## src/rtl/mips_ctrl_pkg.sv

```systemverilog
// Shared encodings for the MIPS pipeline control: forwarding selects and divider states.
// Latency: none (types and constants only).
// Backpressure: not applicable.
package mips_ctrl_pkg;

   // E-stage operand source selects
   localparam logic [1:0] FWD_NONE = 2'b00;
   localparam logic [1:0] FWD_WB   = 2'b01;
   localparam logic [1:0] FWD_MEM  = 2'b10;

   // Divider sequencer states
   typedef enum logic [1:0] {
      DIV_IDLE = 2'b00,
      DIV_BUSY = 2'b01,
      DIV_DONE = 2'b10
   } div_state_t;

   // Register match that never fires on $zero, which is hardwired and never written.
   function automatic logic reg_hit(input logic [4:0] src, input logic [4:0] dst);
      return (src != 5'd0) && (src == dst);
   endfunction

endpackage

```

## src/rtl/hazard_ctrl_div_seq.sv

```systemverilog
// Divider sequencer: IDLE -> BUSY for DIV_CYCLES cycles -> DONE (one-cycle ready pulse) -> IDLE.
// Latency: div_busy high for exactly DIV_CYCLES cycles after the edge seeing divstartE in IDLE.
// Backpressure: divstartE is ignored outside IDLE; the same div stays in E until DONE.
module div_seq
   import mips_ctrl_pkg::*;
#(
   parameter int DIV_CYCLES = 32,
   parameter int CNT_W      = 8
) (
   input  logic clk,
   input  logic reset,
   input  logic divstartE,
   output logic div_busy,
   output logic div_ready
);

   localparam logic [CNT_W-1:0] CNT_LOAD = CNT_W'(DIV_CYCLES - 1);

   div_state_t       state, state_nxt;
   logic [CNT_W-1:0] cnt, cnt_nxt;

   // State and down-counter registers; reset aborts any divide in flight.
   always_ff @(posedge clk or negedge reset) begin
      if (!reset) begin
         state <= DIV_IDLE;
         cnt   <= '0;
      end else begin
         state <= state_nxt;
         cnt   <= cnt_nxt;
      end
   end

   // Next-state, counter update and status decode.
   always_comb begin
      state_nxt = state;
      cnt_nxt   = cnt;
      div_busy  = 1'b0;
      div_ready = 1'b0;
      case (state)
         DIV_IDLE: begin
            if (divstartE) begin
               state_nxt = DIV_BUSY;
               cnt_nxt   = CNT_LOAD;
            end
         end
         DIV_BUSY: begin
            div_busy = 1'b1;
            if (cnt == '0) state_nxt = DIV_DONE;
            else           cnt_nxt   = cnt - 1'b1;
         end
         DIV_DONE: begin
            div_ready = 1'b1;
            state_nxt = DIV_IDLE;
         end
         default: state_nxt = DIV_IDLE;
      endcase
   end

endmodule

```

## src/rtl/hazard_ctrl.sv

```systemverilog
// Hazard/sequencing control for the 5-stage MIPS pipe: stalls, flushes, forwarding, divider freeze.
// Latency: hazard outputs are combinational; divider stall lasts DIV_CYCLES cycles.
// Backpressure: stallF/stallD/stallE hold pipeline registers; optional PIPE_PERF_CNT_EN builds stall_cnt.
module hazard_ctrl
   import mips_ctrl_pkg::*;
#(
   parameter int DIV_CYCLES = 32,
   parameter int CNT_W      = 8
) (
   input  logic        clk,
   input  logic        reset,
   input  logic [4:0]  rsD,
   input  logic [4:0]  rtD,
   input  logic [4:0]  rsE,
   input  logic [4:0]  rtE,
   input  logic [4:0]  writeregE,
   input  logic [4:0]  writeregM,
   input  logic [4:0]  writeregW,
   input  logic        RegWriteE,
   input  logic        RegWriteM,
   input  logic        RegWriteW,
   input  logic        MemtoRegE,
   input  logic        MemtoRegM,
   input  logic        branchD,
   input  logic        jrD,
   input  logic        divstartE,
   output logic        stallF,
   output logic        stallD,
   output logic        stallE,
   output logic        flushE,
   output logic [1:0]  forwardAE,
   output logic [1:0]  forwardBE,
   output logic        forwardAD,
   output logic        forwardBD,
   output logic        div_busy,
   output logic        div_ready,
   output logic [31:0] stall_cnt
);

   logic lwstall, brstall, divstall;

   div_seq #(
      .DIV_CYCLES (DIV_CYCLES),
      .CNT_W      (CNT_W)
   ) u_div_seq (
      .clk       (clk),
      .reset     (reset),
      .divstartE (divstartE),
      .div_busy  (div_busy),
      .div_ready (div_ready)
   );

   // Hazard detection and forwarding; M beats W because it holds the younger result.
   always_comb begin
      forwardAE = FWD_NONE;
      forwardBE = FWD_NONE;
      if (RegWriteM && reg_hit(rsE, writeregM))      forwardAE = FWD_MEM;
      else if (RegWriteW && reg_hit(rsE, writeregW)) forwardAE = FWD_WB;
      if (RegWriteM && reg_hit(rtE, writeregM))      forwardBE = FWD_MEM;
      else if (RegWriteW && reg_hit(rtE, writeregW)) forwardBE = FWD_WB;

      forwardAD = RegWriteM && reg_hit(rsD, writeregM);
      forwardBD = RegWriteM && reg_hit(rtD, writeregM);

      lwstall  = MemtoRegE && (reg_hit(rsD, writeregE) || reg_hit(rtD, writeregE));
      brstall  = (branchD || jrD) &&
                 ((RegWriteE && (reg_hit(rsD, writeregE) || reg_hit(rtD, writeregE))) ||
                  (MemtoRegM && (reg_hit(rsD, writeregM) || reg_hit(rtD, writeregM))));
      divstall = div_busy;

      stallF = lwstall || brstall || divstall;
      stallD = stallF;
      stallE = divstall;
      // The div must stay in E while it runs, so a bubble is never inserted then.
      flushE = (lwstall || brstall) && !divstall;
   end

`ifdef PIPE_PERF_CNT_EN
   // Count decode-stall cycles; wraps at 2^32.
   always_ff @(posedge clk or negedge reset) begin
      if (!reset) stall_cnt <= 32'd0;
      else if (stallD) stall_cnt <= stall_cnt + 32'd1;
   end
`else
   assign stall_cnt = 32'd0;
`endif

endmodule

```

## config.mk

```make
export PLATFORM = sky130hd
export DESIGN_NAME = hazard_ctrl
export DESIGN_NICKNAME = d
export VERILOG_FILES = /design/src/rtl/mips_ctrl_pkg.sv /design/src/rtl/hazard_ctrl_div_seq.sv /design/src/rtl/hazard_ctrl.sv
export SDC_FILE = /design/constraint.sdc
export NUM_CORES = 1
export LEC_CHECK = 0
export ABC_CLOCK_PERIOD_IN_PS = 2500
export BUFFER_PORTS_ARGS = -buffer_cell sky130_fd_sc_hd__buf_2
export CORE_UTILIZATION = 42
export CTS_CLUSTER_SIZE = 10
export DETAILED_ROUTE_END_ITERATION = 10
export PLACE_DENSITY = 0.93
export SYNTH_ARGS = -nofsm -noshare
export SYNTH_HDL_FRONTEND = slang
export SYNTH_SLANG_ARGS = --single-unit
```

## constraint.sdc

```tcl
create_clock -name clk -period 2.5 [get_ports clk]
set_input_delay 0.5 -clock clk [delete_from_list [all_inputs] [get_ports clk]]
set_output_delay 0.5 -clock clk [all_outputs]
set_load 0.02 [all_outputs]
```

Word-level counts from Yosys, hierarchy flattened
Index checks and enable logic that the tools add are counted.
{"block": "op_classes", "add_sub_neg": 1, "eq_ne": 13, "muxes": 12, "reduce_logical": 35}
{"cell": "$eq A5 B5 Y1", "count": 8}
{"cell": "$reduce_bool A5 Y1", "count": 4}
{"cell": "$logic_and A1 B1 Y1", "count": 19}
{"cell": "$mux W8", "count": 2}
{"cell": "$pmux W8 S2", "count": 1}
{"cell": "$logic_not A8 Y1", "count": 1}
{"cell": "$mux W2", "count": 4}
{"cell": "$sub A8 B1 Y8 const B", "count": 1}
{"cell": "$logic_or A1 B1 Y1", "count": 6}
{"cell": "$mux W1", "count": 4}
{"cell": "$ne A2 B2 Y1 const B", "count": 2}
{"cell": "$pmux W2 S2", "count": 1}
{"cell": "$reduce_and A3 Y1", "count": 1}
{"cell": "$eq A2 B1 Y1 const B", "count": 1}
{"cell": "$eq A2 B2 Y1 const B", "count": 1}
{"cell": "$logic_not A2 Y1", "count": 1}
{"cell": "$ne A2 B1 Y1 const B", "count": 1}
{"cell": "$reduce_and A2 Y1", "count": 1}
{"cell": "$reduce_bool A2 Y1", "count": 1}
{"cell": "$logic_not A1 Y1", "count": 1}
{"block": "totals", "ff_bits": 10, "wordCells": 63}

Logic depth before layout (Yosys ltp)
Gate-level depths: netlist (run 1).
{"block": "depth", "depth_word": 8, "depth_mapped": 7, "ltp_nobuf": 7}

By module
Synthesis (run 1) repeated with hierarchy kept, for this count alone.
{"block": "hier_totals", "cells_unflattened": 172, "area_unflattened_um2": 1472.7}
{"module": "hazard_ctrl", "instances": 1, "cells_each": 110, "area_per_inst_um2": 889.6}
{"module": "div_seq", "instances": 1, "cells_each": 62, "area_per_inst_um2": 583.1}

Least setup slack after synthesis (run 1)
Ideal clock, no wire load.
{"block": "synth_path", "path_type": "input -> output", "startpoint": "input rsE[1]", "endpoint": "output forwardAE[0]", "t_arrival_ps": 2007, "required_ps": 2000, "slack_ps": -7, "path_stages": 4, "n_path_buf": 0, "path_cell_list": "or4_1 nor2_1 nor4_1 nor4_1"}
{"block": "synth_via", "elab_chain_len": 5, "elab_cells_between_ends": 9, "classes_between": "2 x eq/ne; 2 x mux; 5 x reduce/logical"}
{"element": "from (decl)", "line_no": "hazard_ctrl.sv:14", "text": "input logic [4:0] rsE,"}
{"element": "$eq A5 B5 Y1 or $reduce_bool A5 Y1 (tied branches)", "line_no": "mips_ctrl_pkg.sv:20", "text": "return (src != 5'd0) && (src == dst);"}
{"element": "$logic_and A1 B1 Y1", "line_no": "mips_ctrl_pkg.sv:20"}
{"element": "$logic_and A1 B1 Y1", "line_no": "hazard_ctrl.sv:58", "text": "else if (RegWriteW && reg_hit(rsE, writeregW)) forwardAE = FWD_WB;"}
{"element": "$mux W1", "line_no": "hazard_ctrl.sv:58"}
{"element": "$mux W2 *", "line_no": "hazard_ctrl.sv:57", "text": "if (RegWriteM && reg_hit(rsE, writeregM)) forwardAE = FWD_MEM;"}
{"element": "to (decl)", "line_no": "hazard_ctrl.sv:31", "text": "output logic [1:0] forwardAE,"}
Mark *: on every way between the ends. The rest lies on a longest branch, timed or not.

Worst setup path after layout (run 1)
{"block": "layout_path", "startpoint": "input rtD[4]", "endpoint": "output stallD"}
{"block": "layout_via", "elab_chain_len": 8, "elab_cells_between_ends": 14, "classes_between": "2 x eq/ne; 12 x reduce/logical"}
{"element": "from (decl)", "line_no": "hazard_ctrl.sv:13", "text": "input logic [4:0] rtD,"}
{"element": "$eq A5 B5 Y1 or $reduce_bool A5 Y1 (tied branches)", "line_no": "mips_ctrl_pkg.sv:20"}
{"element": "$logic_and A1 B1 Y1", "line_no": "mips_ctrl_pkg.sv:20"}
{"element": "$logic_or A1 B1 Y1 (on tied branches)", "line_no": "hazard_ctrl.sv:65, hazard_ctrl.sv:67, hazard_ctrl.sv:68"}
{"element": "$logic_and A1 B1 Y1 (on tied branches)", "line_no": "hazard_ctrl.sv:67, hazard_ctrl.sv:68"}
{"element": "$logic_or A1 B1 Y1", "line_no": "hazard_ctrl.sv:67", "text": "((RegWriteE && (reg_hit(rsD, writeregE) || reg_hit(rtD, writeregE))) ||"}
{"element": "$logic_and A1 B1 Y1", "line_no": "hazard_ctrl.sv:66", "text": "brstall = (branchD || jrD) &&"}
{"element": "$logic_or A1 B1 Y1 * (2 in series)", "line_no": "hazard_ctrl.sv:71", "text": "stallF = lwstall || brstall || divstall;"}
{"element": "to (decl)", "line_no": "hazard_ctrl.sv:28", "text": "output logic stallD,"}
Marks and branches as above.

==> metrics.md, run 1 <==
| Metric | Value |
|---|---|
| Status | completed |
| Via count | approximately 1,200 |
| Crit path cell chain | buf_4 -> or4_4 -> nor2_4 -> nor4_1 -> o22ai_1 -> nand3b_1 -> buf_6 |
| Worst slack, placed | 0.08359 ns |
| R2R Path Start | u_div_seq.cnt[0] |
| XOR/XNOR Fraction of Synth Area | 0.2972 |
| Area Overhead vs Synth | 21.04% |
| TNS Setup | 0 ns |
| Yosys top cell area share | 0.1925 |
| Worst r2r dst | u_div_seq.cnt[2] |
| Power Dens Cells | between 500 and 600 mW/mm² |
| Ys async rst share | 1.000 |
| Chip Width | 58.20 µm |
| Hold_ws | 0.08345 ns |
| Largest family of logic cells by synthesized area | XOR/XNOR gates |
| Yosys reg bits | 10 |
| Placed cell area | around 0.0015 mm² |
| Slew Limit Fails | 0 |
| CTS buffer count | 3 |
| Site row count | 20 |
| Design Power | 0.0009350 W |
| Adder-cell area share of the yosys netlist | 0.01887 |
| Achievable frequency | ~410 MHz |
| Core area | ~0.0030 mm² |
| Design Area, Final | ~0.0016 mm² |
| Iteration-0 DRC Markers | roughly 50 |
| Worst skew pair latency | roughly 0.26 ns |
| Worst-margin pin slew | about 0.57 ns |
| CTS H-tree depth | 1 |
| Area of the die | 0.003387 mm² |
| Remaining global-route overflow | 0 |
| Crit path capture type | output port |
| Nets@finish | between 200 and 300 |
| Reg2Reg Setup Slack | between 0.4 and 0.5 ns |
| Number of synthesized flops with an enable pin | 0 |
| Final WS setup | between 0.05 and 0.06 ns |
| Sequential area share after synthesis | 0.1887 |
| Crit Path Category | input pin to output port |
| CP peak stage delay | about 0.54 ns |
| DRC | 0 |
| Io pins | 89 |
| Initial antenna violation count | 0 |
| CTS clk-pin slew, worst paths | 0.06 ns |
| Skew final | approximately 0.0058 ns |
| Peak VDD IR | approximately 0.00048 V |
| Mux contribution to synthesized area | 0 |
| Commonest cells post-synth | buf_4, xnor2_1, xor2_1 |
| CP Data Arrival Time | 1.94 ns |
| Kind of cell adding the most delay to the critical path | simple AND/OR/NAND/NOR gates |
| FF-to-FF path depth | 7 |
| Ant. Diodes | 0 |
| Final Wtd Congestion | slightly below 0.9 |
| Input/output buffers | 56 |
| Simple-gate area share of the yosys netlist | 0.2330 |
| Ranking of synthesized cells by area | buf_4, xnor2_1, dfrtp_1, xor2_1, nor4_1 |
| Drt pass-1 iters | 4 |
| Synth Instances | 160 |
| WP buf/inv | 2 |
| Clock Root Buffer | clkbuf_4 |
| Final setup vio count | 0 |
| Height of the die | a little under 60 µm |
| Compound-Gate Fraction of Synth Area | 0.05283 |
| Mapped Area | between 0.001 and 0.0015 mm² |
| CP required | approximately 2.0 ns |
| Syn. warnings | 0 |
| Crit start category | input pin |
| Via density per instance | about 4.7 |
| Class of the worst hold path | input pin to async pin |
| First-pass GRT wire length | about 4.8 mm |
| CP max FO | 3 |
| CTS tree | yes |
| Slew Limit Headroom | 0.6175 |
| Yosys top cell by area | buf_4 |
| ANT nets after route | 0 |
| Yosys cell types | 30 |
| Max-Cap Viols | 0 |
| Fin crit period | roughly 2.4 ns |
| Primary FF master, synth | dfrtp_1 |
| Fin. Hold Viols | 0 |
| Leakage power | 0.7422 nW |
| Clock Path Buffers | 2 |
| Starting density of the core | 0.4380 |
| Layout cells sized above 1 | 0.3333 |
| Fin crit share | 0.9769 |
| Wirelength per Cell | about 12 µm |
| Num Clock Sinks | 10 |
| Post-Route WL | around 3 mm |
| Most frequent cell after synthesis | buf_4 |
| Dpl hpwl | between 2 and 2.5 mm |
| Largest net degree at the start of global routing | 11 |
| Mean area per synthesized cell | 8.289 µm² |
| Vias in the first global route | 1,153 |
| All-layer global routing usage | 0.1810 |
| Slowest cell on the critical path | or4_4 |
-- state kept, by name (all words and copies together) (netlist names) --
register,count
u_div_seq.cnt,8
u_div_seq.state,2
-- power breakdown --
group          total (W)  internal (W)  switching [W]
clock           0.000106     0.0000554      0.0000502
combinational   0.000527      0.000225       0.000302
sequential      0.000302      0.000230      0.0000722
-- placed cells by master, fill, tap and decap left out, drive strengths merged --
cell type  count
a21oi          3
nor4           8
nand3          5
o221ai         1
o21ai          1
and3           1
clkbuf         3
ha             2
nand2          6
or4            4
buf           56
inv            2
nor2b          2
o21a           1
nand2b         1
xnor2         29
nand4          5
a31oi          1
o41a           1
dfrtp         10
nand4b         1
conb          32
nor2          13
and2           3
or4b           1
nand3b         2
xor2          16
nor3           2
o22ai          1
-- final cells by class --
type	count	area, µm²
fill	296	1423
inverter	2	7.507
clock buffer	3	22.52
sequential	10	250.2
timing repair buffer	56	295.3
tap	44	55.05
multi-input combinational	142	974.7
-- kinds of logic (layout without fill, tap and decap cells) --
kind of cell             Yosys count  in the layout
flip-flops                        10             10
buffers and inverters             39             61
adder cells (fa/ha/maj)            2              2
other                              1             32
AO/OA/AOI/OAI                      9              9
AND/OR/NAND/NOR                   54             54
XOR/XNOR                          45             45
-- how the worst max path moves through the flow --
| stage | startpoint | end | slack, ns | cells past startpoint |
|---|---|---|---|---|
| after floorplan | writeregM[4] | forwardAE[0] | 0.08 | 5 |
| after global placement | rsD[1] | stallD | 0.13 | 7 |
| after global routing | rtD[4] | stallD | -0.006 | 7 |
| after detailed placement | rsD[1] | stallF | 0.08 | 7 |
| final | rtD[4] | stallD | 0.06 | 7 |
| after CTS | rsD[1] | stallD | 0.08 | 7 |
-- per-stage QoR --
| step | cells | utilization |
|---|---|---|
| after floorplan | 191 | - |
| after global placement | 254 | 0.5033 |
| after detailed placement | 254 | 0.5033 |
| after CTS | 257 | 0.5107 |
| after global routing | 257 | 0.5302 |
| final | 257 | 0.5302 |
-- routing by layer --
metal  up-vias  track usage  routed length (µm)
li1        583            -                   -
met1       556       0.1918                1113
met2        54       0.3514                1613
met3         4      0.05804                 256
met4         0      0.02721                  24
met5         -            0                   0
-- what timing repair did --
| item | 4_1_cts | 5_1_grt |
|---|---|---|
| hold buffers | 0 | 0 |
| gates resized for setup | 0 | 14 |
| endpoints found under the setup margin | 0 | 3 |
| setup buffers | 0 | 0 |
| endpoints found under the hold margin | 0 | 0 |
Note: power is estimated with default switching activity, not from simulation.
==> run 2: changes to the inputs <==
--- a/config.mk
+++ b/config.mk
@@ -11,6 +11,7 @@
 export CTS_CLUSTER_SIZE = 10
 export DETAILED_ROUTE_END_ITERATION = 10
 export PLACE_DENSITY = 0.93
+export REMOVE_ABC_BUFFERS = 1
 export SYNTH_ARGS = -nofsm -noshare
 export SYNTH_HDL_FRONTEND = slang
 export SYNTH_SLANG_ARGS = --single-unit
==> constraint.sdc (replaced) <==
create_clock -name clk -period 2.5 [get_ports clk]
set_input_delay 0.5 -clock clk [delete_from_list [all_inputs] [get_ports clk]]
set_output_delay 0.5 -clock clk [all_outputs]
set_load 0.05 [all_outputs]
==> metrics.md, run 2 (synthesis gave the netlist of run 1 again) <==
| Metric | Value |
|---|---|
| Achievable frequency | 406.6 MHz (-0.71%) |
| Worst skew pair latency | 0.27 ns (about the same) |
| Cts repair resizes | 0 (unchanged) |
| Crit start category | input pin |
| Slew Limit Fails | 0 (unchanged) |
| Fin. Hold Viols | 0 (unchanged) |
| Reg with most FFs | u_div_seq.cnt |
| Placed cell area | 0.001511 mm² (-0.82%) |
| Initial antenna violation count | 0 (unchanged) |
| Leakage power | 0.7408 nW (-0.18%) |
| Slowest cell on the critical path | or4_1 |
| Most common cell after layout, fill and taps aside | buf_2 |
| Final WS setup | 0.04034 ns (-0.01738 ns) |
| Area of the die | 0.003387 mm² (unchanged) |
| Post-CTS Hold Fix Bufs | 0 (unchanged) |
| CP max FO | 3 (unchanged) |
| Site row count | 20 (unchanged) |
| Area Overhead vs Synth | 18.11% |
| Max FFs per register | 8 (unchanged) |
| Critical Path Most Common Cell | buf_2 |
| Peak VDD IR | 0.0002345 V (-51%) |
| CTS H-tree depth | 1 (unchanged) |
| Post-CTS Setup Bufs | 0 (unchanged) |
| Dpl hpwl | 2.575 mm (+4.1%) |
| Iteration-0 DRC Markers | 62 (+27%) |
| CTS buffer count | 3 (unchanged) |
| Num Clock Sinks | 10 (unchanged) |
| ANT nets after route | 0 (unchanged) |
| Crit Path Category | input pin to output port |
| Final setup vio count | 0 (unchanged) |
| Class of the worst hold path | input pin to async pin |
| CTS clk-pin slew, worst paths | 0.07 ns (about the same) |
| Post-Route WL | 3.069 mm (+2.0%) |
| Io pins | 89 (unchanged) |
| Design Area, Final | 0.001567 mm² (-2.4%) |
| Height of the die | 58.20 µm (unchanged) |
| Crit path capture type | output port |
| Most frequent cells in the layout | buf_2, conb_1, xnor2_1, xor2_1, nor2_1 |
| CTS tree | yes |
| Via count | 1,198 (+0.084%) |
| First-pass GRT wire length | 4.685 mm (-3.3%) |
| Unrepaired setup endpoints after global routing | yes |
| DRC | 0 (unchanged) |
| CP peak stage delay | 0.54 ns (about the same) |
| Starting density of the core | 0.4380 (unchanged) |
| Nets@finish | 262 (unchanged) |
| Power Dens Cells | 691.8 mW/mm² (+19%) |
| Input/output buffers | 56 (unchanged) |
| Drt pass-1 iters | 4 (unchanged) |
| Chip Width | 58.20 µm (unchanged) |
| Max-Cap Viols | 0 (unchanged) |
| Vias in the first global route | 1,066 (-7.5%) |
| Fin crit share | 0.9839 (+0.006952) |
| Skew final | 0.001465 ns (-0.004371 ns) |
| Crit path cell chain | buf_2 -> or4_1 -> nor2_2 -> nor4_2 -> o221ai_1 -> a21oi_1 -> buf_2 |
| Ant. Diodes | 0 (unchanged) |
| Via density per instance | 4.643 (-0.30%) |
| Biggest regs | u_div_seq.cnt: 8 flops, u_div_seq.state: 2 flops |
| All-layer global routing usage | 0.1782 (-0.002799) |
| Largest net degree at the start of global routing | 11 (unchanged) |
| Design Power | 0.001084 W (+16%) |
| Fin crit period | 2.460 ns (+0.01738 ns) |
| CP required | 2.00 ns (about the same) |
| Worst-margin pin slew | 0.5816 ns (+0.009061 ns) |
| # fillers | 289 (-2.4%) |
| Worst slack, placed | 0.08347 ns (-0.0001194 ns) |
| Layout cells sized above 1 | 0.3131 (-0.02025) |
| TNS Setup | 0 ns (unchanged) |
| Slew Limit Headroom | 0.6115 (-0.006054) |
| CP Data Arrival Time | 1.96 ns (+0.02 ns) |
| Clock Path Buffers | 2 (unchanged) |
| Remaining global-route overflow | 0 (unchanged) |
| Final Wtd Congestion | 0.9223 (+4.6%) |
| Wirelength per Cell | 11.90 µm (+1.6%) |
| Status | completed |
| Post-layout util | 0.5174 (-0.01281) |
| Core area | 0.003028 mm² (unchanged) |
| Clock Root Buffer | clkbuf_4 |
## run 2: routing by layer
layer,share of wire,GRT usage,up-vias
met5,0,0,-
met4,0.040,0.09864,0
met3,0.057,0.01563,13
met2,0.47,0.3005,55
met1,0.43,0.2233,547
li1,-,-,583
## run 2: stage by stage
| stage | hold WS (ns) | instances |
|---|---|---|
| CTS | 0.07326 | 258 |
| global placement | 0.3661 | 254 |
| floorplan | 0.2044 | 154 |
| global route | 0.06575 | 258 |
| detailed placement | 0.3713 | 254 |
| finish | 0.07122 | 258 |
## run 2: report_power, final
group	internal (W)	total [W]	switching, W
logic	0.000216	0.000634	0.000418
registers	0.000230	0.000299	0.0000692
clock network	0.0000886	0.000151	0.0000621
## run 2: path summary, 6_finish.rpt
path | start | endpoint | slack (ns) | cells past startpoint
worst min-delay path | reset | u_div_seq.cnt[3] | 0.07 | 1
worst max register to register | u_div_seq.cnt[0] | u_div_seq.cnt[2] | 0.46 | 7
worst min register to register | u_div_seq.cnt[0] | u_div_seq.cnt[0] | 0.50 | 1
max in group asynchronous | reset | u_div_seq.cnt[5] | 2.24 | 1
min in group clk | u_div_seq.cnt[0] | u_div_seq.cnt[0] | 0.50 | 1
worst max-delay path | rsD[1] | flushE | 0.04 | 7
## run 2: cell type report
| type | count | area (µm²) | share of cell area |
|---|---|---|---|
| clock buffers | 4 | 36.28 | 0.02316 |
| inverters | 2 | 7.507 | 0.004792 |
| multi-input cells | 142 | 929.6 | 0.5935 |
| flip-flops and latches | 10 | 250.2 | 0.1597 |
| well taps | 44 | 55.05 | 0.03514 |
| repair buffers | 56 | 287.8 | 0.1837 |
## run 2: worst max-delay path: cells and delay by family
family | cells | cell delay (ns)
AND/OR/NAND/NOR | 3 | 0.78
buffers and inverters | 2 | 0.36
AO/OA/AOI/OAI | 2 | 0.31
